[src/rtl/serial_addsub_ctrl_pkg.sv]
// Shared types and constants for the nibble-serial add/subtract sequencer.
package serial_addsub_ctrl_pkg;

  localparam int unsigned NIBBLE_W = 4;

  typedef enum logic [1:0] {
    IDLE = 2'd0,
    RUN  = 2'd1,
    OUT  = 2'd2
  } state_t;

  // Width of the nibble index counter; a single-nibble build still needs one bit.
  function automatic int unsigned idx_width(input int unsigned n);
    return (n <= 1) ? 1 : $clog2(n);
  endfunction

endpackage

[src/rtl/nibble_addsub_slice.sv]
// One nibble of the serial add/subtract; B arrives already conditionally inverted.
module nibble_addsub_slice
  import serial_addsub_ctrl_pkg::*;
(
  input  logic [NIBBLE_W-1:0] a,
  input  logic [NIBBLE_W-1:0] b,
  input  logic                cin,
  output logic [NIBBLE_W-1:0] sum,
  output logic                cout,
  output logic                sum_msb
);

  ripple_adder4 u_adder (
    .a    (a),
    .b    (b),
    .cin  (cin),
    .sum  (sum),
    .cout (cout)
  );

  // Sign bit of this nibble's sum, used for overflow on the top nibble.
  assign sum_msb = sum[NIBBLE_W-1];

endmodule

[src/rtl/ripple_adder4.sv]
// 4-bit ripple-carry adder: the shared arithmetic datapath slice.
module ripple_adder4 (
  input  logic [3:0] a,
  input  logic [3:0] b,
  input  logic       cin,
  output logic [3:0] sum,
  output logic       cout
);

  logic [4:0] carry;

  assign carry[0] = cin;

  // One full adder per bit, carry rippling upward.
  for (genvar i = 0; i < 4; i++) begin : g_fa
    assign sum[i]       = a[i] ^ b[i] ^ carry[i];
    assign carry[i + 1] = (a[i] & b[i]) | (carry[i] & (a[i] ^ b[i]));
  end

  assign cout = carry[4];

endmodule

[src/rtl/serial_addsub_ctrl.sv]
// W-bit add/subtract sequenced over a single 4-bit slice, LSB nibble first,
// with valid/ready handshakes on both sides and carry/overflow/zero flags.
module serial_addsub_ctrl
  import serial_addsub_ctrl_pkg::*;
#(
  parameter int unsigned N_NIBBLES = 4
) (
  input  logic                            clk,
  input  logic                            rst,
  input  logic                            in_valid,
  output logic                            in_ready,
  input  logic                            sub,
  input  logic [NIBBLE_W*N_NIBBLES-1:0]   a,
  input  logic [NIBBLE_W*N_NIBBLES-1:0]   b,
  output logic                            out_valid,
  input  logic                            out_ready,
  output logic [NIBBLE_W*N_NIBBLES-1:0]   result,
  output logic                            cout,
  output logic                            ovf,
  output logic                            zero
);

  localparam int unsigned W     = NIBBLE_W * N_NIBBLES;
  localparam int unsigned IDX_W = idx_width(N_NIBBLES);
  localparam logic [IDX_W-1:0] LAST_IDX = IDX_W'(N_NIBBLES - 1);

  state_t state;
  state_t state_next;

  logic [W-1:0]        a_reg;
  logic [W-1:0]        b_reg;
  logic [W-1:0]        acc_reg;
  logic [W-1:0]        acc_next;
  logic                carry_reg;
  logic [IDX_W-1:0]    idx;

  logic                accept;
  logic                step;
  logic                last;

  logic [NIBBLE_W-1:0] slice_sum;
  logic                slice_cout;
  logic                slice_msb;

  nibble_addsub_slice u_slice (
    .a       (a_reg[NIBBLE_W-1:0]),
    .b       (b_reg[NIBBLE_W-1:0]),
    .cin     (carry_reg),
    .sum     (slice_sum),
    .cout    (slice_cout),
    .sum_msb (slice_msb)
  );

  // New sum nibble enters at the top; after the last slice the result is aligned.
  if (N_NIBBLES == 1) begin : g_acc_single
    assign acc_next = slice_sum;
  end else begin : g_acc_multi
    assign acc_next = {slice_sum, acc_reg[W-1:NIBBLE_W]};
  end

  assign last      = (idx == LAST_IDX);
  assign out_valid = (state == OUT);
  // The OUT cycle doubles as an accept cycle when the consumer takes the result.
  assign in_ready  = (state == IDLE) || ((state == OUT) && out_ready);

  // State register.
  always_ff @(posedge clk or posedge rst) begin
    if (rst) begin
      state <= IDLE;
    end else begin
      state <= state_next;
    end
  end

  // Next-state and datapath strobes.
  always_comb begin
    state_next = state;
    accept     = 1'b0;
    step       = 1'b0;
    case (state)
      IDLE: begin
        if (in_valid) begin
          accept     = 1'b1;
          state_next = RUN;
        end
      end
      RUN: begin
        step = 1'b1;
        if (last) begin
          state_next = OUT;
        end
      end
      OUT: begin
        if (out_ready) begin
          if (in_valid) begin
            accept     = 1'b1;
            state_next = RUN;
          end else begin
            state_next = IDLE;
          end
        end
      end
      default: state_next = IDLE;
    endcase
  end

  // Operand capture, nibble shifting and flag capture on the final slice.
  always_ff @(posedge clk or posedge rst) begin
    if (rst) begin
      a_reg     <= '0;
      b_reg     <= '0;
      acc_reg   <= '0;
      carry_reg <= 1'b0;
      idx       <= '0;
      result    <= '0;
      cout      <= 1'b0;
      ovf       <= 1'b0;
      zero      <= 1'b0;
    end else if (accept) begin
      a_reg     <= a;
      b_reg     <= b ^ {W{sub}};
      carry_reg <= sub;
      idx       <= '0;
    end else if (step) begin
      a_reg     <= a_reg >> NIBBLE_W;
      b_reg     <= b_reg >> NIBBLE_W;
      acc_reg   <= acc_next;
      carry_reg <= slice_cout;
      idx       <= idx + IDX_W'(1);
      if (last) begin
        result <= acc_next;
        cout   <= slice_cout;
        ovf    <= (a_reg[NIBBLE_W-1] == b_reg[NIBBLE_W-1]) &&
                  (slice_msb != a_reg[NIBBLE_W-1]);
        zero   <= (acc_next == '0);
      end
    end
  end

endmodule

[config.mk]
export PLATFORM = sky130hd
export DESIGN_NAME = serial_addsub_ctrl
export DESIGN_NICKNAME = d
export VERILOG_FILES = /design/src/rtl/serial_addsub_ctrl_pkg.sv /design/src/rtl/nibble_addsub_slice.sv /design/src/rtl/ripple_adder4.sv /design/src/rtl/serial_addsub_ctrl.sv
export SDC_FILE = /design/constraint.sdc
export NUM_CORES = 1
export LEC_CHECK = 0
export BUFFER_PORTS_ARGS = -buffer_cell sky130_fd_sc_hd__buf_2
export CAP_MARGIN = 20
export CORE_MARGIN = 2
export CORE_UTILIZATION = 58
export CTS_BUF_LIST = sky130_fd_sc_hd__clkbuf_2 sky130_fd_sc_hd__clkbuf_4 sky130_fd_sc_hd__clkbuf_8
export CTS_CLUSTER_SIZE = 14
export DETAILED_ROUTE_END_ITERATION = 8
export GPL_TIMING_DRIVEN = 0
export PLACE_DENSITY = 0.86
export RECOVER_POWER = 50
export SLEW_MARGIN = 20
export SYNTH_ARGS = -nofsm -noshare
export SYNTH_HDL_FRONTEND = slang
export SYNTH_HIERARCHICAL = 1
export SYNTH_SLANG_ARGS = --single-unit
[constraint.sdc]
create_clock -name clk -period 3.5 [get_ports clk]
set_input_delay 0 -clock clk [delete_from_list [all_inputs] [get_ports clk]]
set_output_delay 0 -clock clk [all_outputs]
set_load 0.01 [all_outputs]
After elaboration in Yosys (flattened, before gate mapping). Index checks and enable logic that the tools add are counted.

Flip-flop bits (word level): 72. Output and inout port bits: 21. Word-level logic and storage cells: 67. Input port bits: 37.

Equal/unequal tests: 8. Add/subtract/negate cells: 1. Multiplexer cells: 17. Reductions and logical operators: 9. Bitwise logic cells: 22.

Operators by type and width (count): $mux W16 (4); $logic_not A16 Y1 (1); $xor A16 B16 Y16 (1); $mux W2 (5); $and A1 B1 Y1 (8); $xor A1 B1 Y1 (8); $mux W1 (6); $pmux W2 S3 (1); $reduce_and A3 Y1 (2); $eq A2 B2 Y1 const B (2); $ne A2 B2 Y1 const B (2); $or A1 B1 Y1 (4); $add A2 B1 Y2 const B (1); $eq A2 B1 Y1 const B (1); $logic_and A1 B1 Y1 (2); $logic_not A2 Y1 (1); $ne A2 B1 Y1 const B (1); $pmux W1 S2 (1); $reduce_and A2 Y1 (1); $reduce_bool A2 Y1 (1); $eq A1 B1 Y1 (1); $logic_or A1 B1 Y1 (1); $ne A1 B1 Y1 (1); $not A1 Y1 (1).

Depth between registers and ports, before layout. Gate-level depths: netlist of the first run.

Word-level depth: 11. Mapped depth: 12. Depth with buffers taken out: 11.

By module. The synthesis of the first run kept the hierarchy.

Modules (own cells, without submodules): serial_addsub_ctrl (area each 3105.5 um2, cells each 253, instances 1); ripple_adder4 (area each 117.6 um2, cells each 14, instances 1); nibble_addsub_slice (area each 7.5 um2, cells each 1, instances 1).

Worst setup path after synthesis of the first run. Ideal clock, no wire load.

Path kind: register to register. Start: reg a_reg[0]. End: reg ovf. Setup slack: 1004 ps. Data arrival time: 2357 ps. Cell stages (with the launch flop): 13. Path buffers: 1. Data required time: 3362 ps. Cells stage by stage: dfrtp_1 fa_1 inv_1 fa_1 inv_1 fa_1 inv_1 fa_1 inv_1 buf_4 and3b_1 a21oi_1 o21ai_0.

Cells in the longest elaborated chain, start to end: 10. Elaborated cells between the ends (all ways): 11. Those cells by class: eq/ne: 1; bitwise: 9; reduce/logical: 1.

Ends and longest elaborated chain: from (decl) (line serial_addsub_ctrl.sv:30) `logic [W-1:0] a_reg;`; from (signal assigned) (line serial_addsub_ctrl.sv:125) `a_reg <= a_reg >> NIBBLE_W;`; $xor A1 B1 Y1 (line ripple_adder4.sv:17) `assign carry[i + 1] = (a[i] & b[i]) | (carry[i] & (a[i] ^ b[i]));`; $and A1 B1 Y1 (line ripple_adder4.sv:17); $or A1 B1 Y1 (*) (line ripple_adder4.sv:17); $and A1 B1 Y1 (*) (line ripple_adder4.sv:17); $or A1 B1 Y1 (*) (line ripple_adder4.sv:17); $and A1 B1 Y1 (*) (line ripple_adder4.sv:17); $or A1 B1 Y1 (*) (line ripple_adder4.sv:17); $xor A1 B1 Y1 (*) (line ripple_adder4.sv:16) `assign sum[i] = a[i] ^ b[i] ^ carry[i];`; via slice_sum[3] (line serial_addsub_ctrl.sv:41) `logic [NIBBLE_W-1:0] slice_sum;`; $ne A1 B1 Y1 (*) (line serial_addsub_ctrl.sv:134) `(slice_msb != a_reg[NIBBLE_W-1]);`; $logic_and A1 B1 Y1 (*) (line serial_addsub_ctrl.sv:133) `ovf <= (a_reg[NIBBLE_W-1] == b_reg[NIBBLE_W-1]) &&`; to (signal assigned) (line serial_addsub_ctrl.sv:133); to (decl) (line serial_addsub_ctrl.sv:19) `output logic ovf,`.

The timed path passes the listed nets; every way through them passes the cells marked *. A chain may end at the register's enable or synchronous reset.

Worst setup path in the final report of the first run. Same ends and word-level chain as after synthesis.

==> results.yml, run 1 <==
cts:
  post_cts_buffers: 0
  cts.path.max_buffers: 2
  insertion_delay_ns: 0.34
  cts.clk_slew.worst_paths_ns: 0.07
  cts_sinks: 68
  cts_max_level: 3
  tritoncts: "yes"
  cts_made_buffers: 9
  cts_root_buffer: "clkbuf_8"
  cts-resized-gates: 0
setup_path:
  start_kind: "flip-flop"
  crit_end: "ovf$_DFFE_PP0P_"
  path_max_fanout: 4
  reg2reg_from: "a_reg[0]$_DFFE_PP0P_"
  worstPathArrival_ns: 2.94
  timing.rr.end: "ovf$_DFFE_PP0P_"
  r2r_slack_ns: 0.76
  slowest_stage: "fa_1"
  crit_chain: "fa_1 -> inv_1 -> fa_1 -> inv_1 -> fa_1 -> inv_1 -> fa_1 -> inv_1 -> buf_4 -> and3b_1 -> a21oi_1 -> o21ai_0"
  critPathLaunch: "a_reg[0]$_DFFE_PP0P_"
  r2r_cells: 12
  critPathMaxStageDelay_ns: 0.42
  cp.required_ns: 3.70
  end_kind: "flip-flop"
  crit_type: "reg2reg"
synthesis:
  ys_ff_latch: 68
  synth_top_area_cell: "dfrtp_1"
  yosys_warnings: 6
  syn_area_um2: 3231
  syn-num-nets: 310
  syn-instance-count: 268
  synth-edff-count: 0
  synth-simple-area-share_pct: 10.03
  yosysUniqueCellTypes: 31
  synthAdderAreaFrac_pct: 2.866
  netlist.area_leader.share_pct: 52.67
  yosys_most_used_dff: "dfrtp_1"
  synth_compound_area_share_pct: 3.060
  avgSynthCellArea_um2: 12.05
  synth_seq_area_share_pct: 52.67
  synth_top_family_by_area: "multiplexers"
  async_flop_share_pct: 100.0
  synth_area_leaders: "dfrtp_1 53%, mux2_2 12%, mux2i_1 6.2%"
  synthMuxAreaShare_pct: 22.23
  synth_xor_area_share_pct: 4.609
power_and_ir_drop:
  p_leak_nw: 2.103
  finalPower_mw: 3.770
  vdd_drop_max_uv: 507.4
  powerDensity_nw_per_um2: 917.1
routing:
  vias: 2260
  drc_errors: 0
  wl_um: 6830
  avgRoutedWirePerCell_um: 15.49
  drtIter0Drc: 70
  final_antenna_net_count: 0
  via_per_inst: 5.125
  dr.pass1.iters: 4
final_layout:
  multi_input_area_um2: 1383
  final_cell_mix: "68 x dfrtp_1, 55 x buf_2, 48 x nand2_1"
  area_growth_pct: 27.23
  nNetsFinal: 406
  regArea_um2: 1702
  fill_cells: 358
  antenna_cells: 0
  drive_gt1_share_pct: 32.79
  final_common_cell: "dfrtp_1"
sta:
  period_share_pct: 78.29
  finalCriticalPeriod_ns: 2.740
  finClkSkew_ns: 0.006442
  setup_tns_ns: 0
  setup_viol: 0
  worstMarginPinSlew_ns: 1.280
  max_slew_margin_pct: 14.67
  drv_slew: 0
  rsz0062_at_grt: "no"
  max_freq_ghz: 0.3649
  hold_viol: 0
global_route:
  antenna_found_initial: 0
  grt_pass1_vias: 2466
  grt_pass1_wl_um: 11520
  gr-total-overflow: 0
  grt_start_max_net_pins: 53
  grt_usage_pct: 24.83
placed_design:
  port_buffers: 56
  hpwlAfterDp_um: 4538
  gp_congestion: 0.8240
worst_hold_path:
  hold_path.class: "in2reg"
die:
  io_pins: 58
  die_w_um: 78.63
  start_util_pct: 59.40
  die_h_um: 78.63
  coreArea_um2: 5439
  fp-row-count: 27
  die_area_um2: 6183
flow_run:
  max_cap_viol_count: 0
status:
  status: "completed"
-- report_power, final --
group          switching (mW)  internal [mW]  total (mW)
logic                   0.797          0.824        1.62
clock network           0.291          0.457       0.749
registers               0.251           1.15        1.40
-- routing by layer --
layer	global-route usage [%]	wire (um)	up-vias
met5	0	0	-
met4	12.28	139	0
met3	4.598	263	13
met2	43.42	3598	55
met1	29.24	2828	1106
li1	-	-	1086
-- synth_stat cells (2+ instances only) --
| master | number |
|---|---|
| nand2_1 | 48 |
| buf_4 | 2 |
| and2_1 | 6 |
| fa_1 | 4 |
| mux2_2 | 34 |
| xnor2_1 | 11 |
| mux2_4 | 9 |
| a21oi_1 | 2 |
| inv_1 | 17 |
| mux2i_1 | 20 |
| a221o_1 | 6 |
| nor4_1 | 4 |
| dfrtp_1 | 68 |
| xor2_1 | 6 |
| nor2_1 | 3 |
| o21ai_0 | 4 |
| buf_2 | 9 |
| clkbuf_1 | 2 |
-- critical path, delay by kind of cell, from the launching register on --
kind,cells,cell delay (ns)
AOI/OAI and AO/OA,2,0.19
adders and majority gates,4,1.36
buffers and inverters,5,0.47
DFF,1,0.41
and+or+nand+nor,1,0.16
-- per-stage QoR --
stage	utilization [%]	instance area [um2]	hold slack [ns]	setup slack (ns)	cells
floorplan	-	3231	0.1076	1.004	268
global route	75.57	4110	0.05278	0.5408	441
finish	75.57	4110	0.05426	0.7599	441
global placement	66.21	3601	0.2317	0.8448	396
CTS	76.24	4146	0.04538	0.7661	441
detailed placement	66.76	3631	-0.04720	0.7894	397
-- worst min path at each step --
stage	start	endpoint	slack (ns)	cells after the start
after floorplan	out_ready	state[1]$_DFFE_PP0P_	0.11	1
after global placement	a[10]	a_reg[10]$_DFFE_PP0P_	0.23	2
after detailed placement	rst	result[9]$_DFFE_PP0P_	-0.05	2
after CTS	b[8]	b_reg[8]$_DFFE_PP0P_	0.05	3
after global routing	b[10]	b_reg[10]$_DFFE_PP0P_	0.05	3
final	b[8]	b_reg[8]$_DFFE_PP0P_	0.05	3
-- timing repair --
item,4_1_cts,5_1_grt
endpoints found under the hold margin,95,0
hold buffers,28,0
endpoints found under the setup margin,0,0
-- logic make-up after synthesis --
| logic type | count (synthesis) |
|---|---|
| AO/OA/AOI/OAI | 13 |
| XOR/XNOR | 17 |
| adder cells (fa/ha/maj) | 5 |
| buffers and inverters | 32 |
| flip-flops | 68 |
| multiplexers | 63 |
| AND/OR/NAND/NOR | 70 |
-- cell type report --
type	instances	share of cell area, %
Multi-Input combinational cell	168	33.64
Timing Repair Buffer	85	13.46
Inverter	17	1.583
Sequential cell	68	41.40
Buffer	15	2.009
Tap cell	72	2.192
Clock inverter	4	1.705
Clock buffer	12	4.018
No activity file was read; power rests on OpenSTA's default activity.
==> run 2, diff against run 1 <==
==> constraint.sdc (replaced) <==
create_clock -name clk -period 2.7 [get_ports clk]
set_input_delay 0 -clock clk [delete_from_list [all_inputs] [get_ports clk]]
set_output_delay 0 -clock clk [all_outputs]
set_load 0.01 [all_outputs]
==> run 2 against run 1 <==
Against the previous run: via count is 0.35% higher; clock power is 29% higher; fmax is 5.1% higher; flip-flop and latch count stayed put; first-iteration DRC count is 26% higher; setup slack worse by 0.67 ns; core utilization is 0.92 points higher; worst hold slack better by 0.0017 ns; critical endpoint unchanged; largest cell class unchanged; highest routed layer unchanged.
==> results.yml, run 2 (synthesis gave the netlist of run 1 again) <==
global_route:
  grt_use_met2_pct: 43.42
  antenna_found_initial: 0
  met3_usage_pct: 4.598
  grt_busiest_layer: "met2"
  use_met1_pct: 29.24
  grt_pass1_wl_um: 11520
  grt_pass1_vias: 2466
  gr-total-overflow: 0
  grt_usage_pct: 24.83
  grt_start_max_net_pins: 53
die:
  start_util_pct: 59.40
  die_area_um2: 6183
  io_pins: 58
  die_w_um: 78.63
  die_h_um: 78.63
  coreArea_um2: 5439
  fp-row-count: 27
power_and_ir_drop:
  vdd_drop_max_uv: 666.3
  powerDensity_nw_per_um2: 1226
  p_leak_nw: 2.115
setup_path:
  start_kind: "flip-flop"
  end_kind: "flip-flop"
  crit_family: "adder cells"
  path_buf_inv: 5
  slowest_stage: "fa_1"
  critPathMaxStageDelay_ns: 0.42
  path_max_fanout: 4
  path_common_cell: "inv_2"
  crit_chain: "fa_2 -> inv_2 -> fa_1 -> inv_2 -> fa_2 -> inv_2 -> fa_1 -> inv_2 -> buf_6 -> and3b_1 -> a21oi_2 -> o21ai_1"
  cp.required_ns: 2.91
  worstPathArrival_ns: 2.82
  r2r_slack_ns: 0.09
  crit_type: "reg2reg"
final_layout:
  final_cell_mix: "68 x dfrtp_1, 55 x buf_2, 48 x nand2_1"
  area_growth_pct: 28.78
  final_common_cell: "dfrtp_1"
  nNetsFinal: 409
  antenna_cells: 0
  post-route-util_pct: 76.49
  drive_gt1_share_pct: 35.48
  fin_area_um2: 4160
routing:
  wl_um: 6804
  vias: 2268
  via_per_inst: 5.108
  avgRoutedWirePerCell_um: 15.32
  drc_errors: 0
  final_antenna_net_count: 0
  dr.pass1.iters: 4
  drtIter0Drc: 88
sta:
  max_slew_margin_pct: 15.90
  rsz0062_at_grt: "yes"
  setup_viol: 0
  drv_slew: 0
  setup_tns_ns: 0
  period_share_pct: 96.59
  finClkSkew_ns: 0.005734
  max_freq_ghz: 0.3834
  finalCriticalPeriod_ns: 2.608
  worstMarginPinSlew_ns: 1.261
  hold_viol: 0
placed_design:
  placed_area_um2: 3631
  gp_congestion: 0.8240
  hpwlAfterDp_um: 4538
  port_buffers: 56
cts:
  cts_sinks: 68
  cts.clk_slew.worst_paths_ns: 0.07
  insertion_delay_ns: 0.34
  cts_max_level: 3
  cts_made_buffers: 9
  cts.path.max_buffers: 2
  tritoncts: "yes"
  cts_root_buffer: "clkbuf_8"
status:
  status: "completed"
worst_hold_path:
  hold_path.class: "in2reg"
flow_run:
  max_cap_viol_count: 0
[run 2: cell types whose count changed in the layout (fill, tap and decap cells not counted), moves of 2 or more]
cell,before,now
o21ai_0,4,2
inv_1,16,12
inv_2,0,4
fa_1,4,2
buf_4,2,4
o21ai_1,0,2
fa_2,0,2
[run 2: worst paths after layout]
path	startpoint	depth (start not counted)	endpoint
max reg2reg	carry_reg$_DFFE_PP0P_	12	ovf$_DFFE_PP0P_
min reg2reg	result[2]$_DFFE_PP0P_	1	result[2]$_DFFE_PP0P_
min in group asynchronous	rst	3	result[13]$_DFFE_PP0P_
min	b[8]	3	b_reg[8]$_DFFE_PP0P_
max in group asynchronous	rst	4	state[1]$_DFFE_PP0P_
max	carry_reg$_DFFE_PP0P_	12	ovf$_DFFE_PP0P_
[run 2: worst register-to-register path: stages, from the launching register on]
cell     delay, ns
dfrtp_1       0.41
fa_2          0.39
inv_2         0.06
fa_1          0.17
inv_2         0.04
fa_2          0.36
inv_2         0.07
fa_1          0.42
inv_2         0.13
buf_6         0.11
and3b_1       0.17
a21oi_2       0.10
o21ai_1       0.06
[run 2: per-stage QoR]
stage | hold WS [ns] | cells | power (mW) | setup slack (ns)
floorplan | 0.1076 | 268 | 3.317 | 0.2045
global placement | 0.2317 | 396 | 3.787 | 0.04477
detailed placement | -0.04720 | 397 | 3.914 | -0.01065
CTS | 0.04538 | 441 | 4.928 | 0.007833
global route | 0.05278 | 444 | 5.483 | -0.05927
finish | 0.05598 | 444 | 5.101 | 0.09208
[run 2: power by group]
group / switching (mW) / leakage (nW) / internal (mW)
Clock: 0.376 / 0.122 / 0.593
Sequential: 0.336 / 0.858 / 1.49
Combinational: 1.09 / 1.14 / 1.22
Total: 1.80 / 2.11 / 3.30
[run 2: layout make-up]
class | instances | area [um2]
sequential | 68 | 1702
fill | 352 | 1279
clock inverter | 4 | 70.07
buffer | 15 | 86.33
tap | 72 | 90.09
clock buffer | 12 | 165.2
timing repair buffer | 88 | 575.6
multi-input combinational | 168 | 1406
inverter | 17 | 65.06
[run 2: repair_timing]
| item | 4_1_cts | 5_1_grt |
|---|---|---|
| setup endpoints to repair | 1 | 2 |
| hold buffers | 28 | 0 |
| resized for setup | 1 | 11 |
| endpoints found under the hold margin | 95 | 0 |
| buffers inserted | 0 | 3 |
| cloned | 0 | 0 |
| pin swaps | 0 | 5 |
[run 2: metal layers]
| metal | share of wire, % | up-vias |
|---|---|---|
| met5 | 0 | - |
| met4 | 2.0 | 0 |
| met3 | 4.0 | 14 |
| met2 | 53 | 58 |
| met1 | 41 | 1108 |
| li1 | - | 1088 |
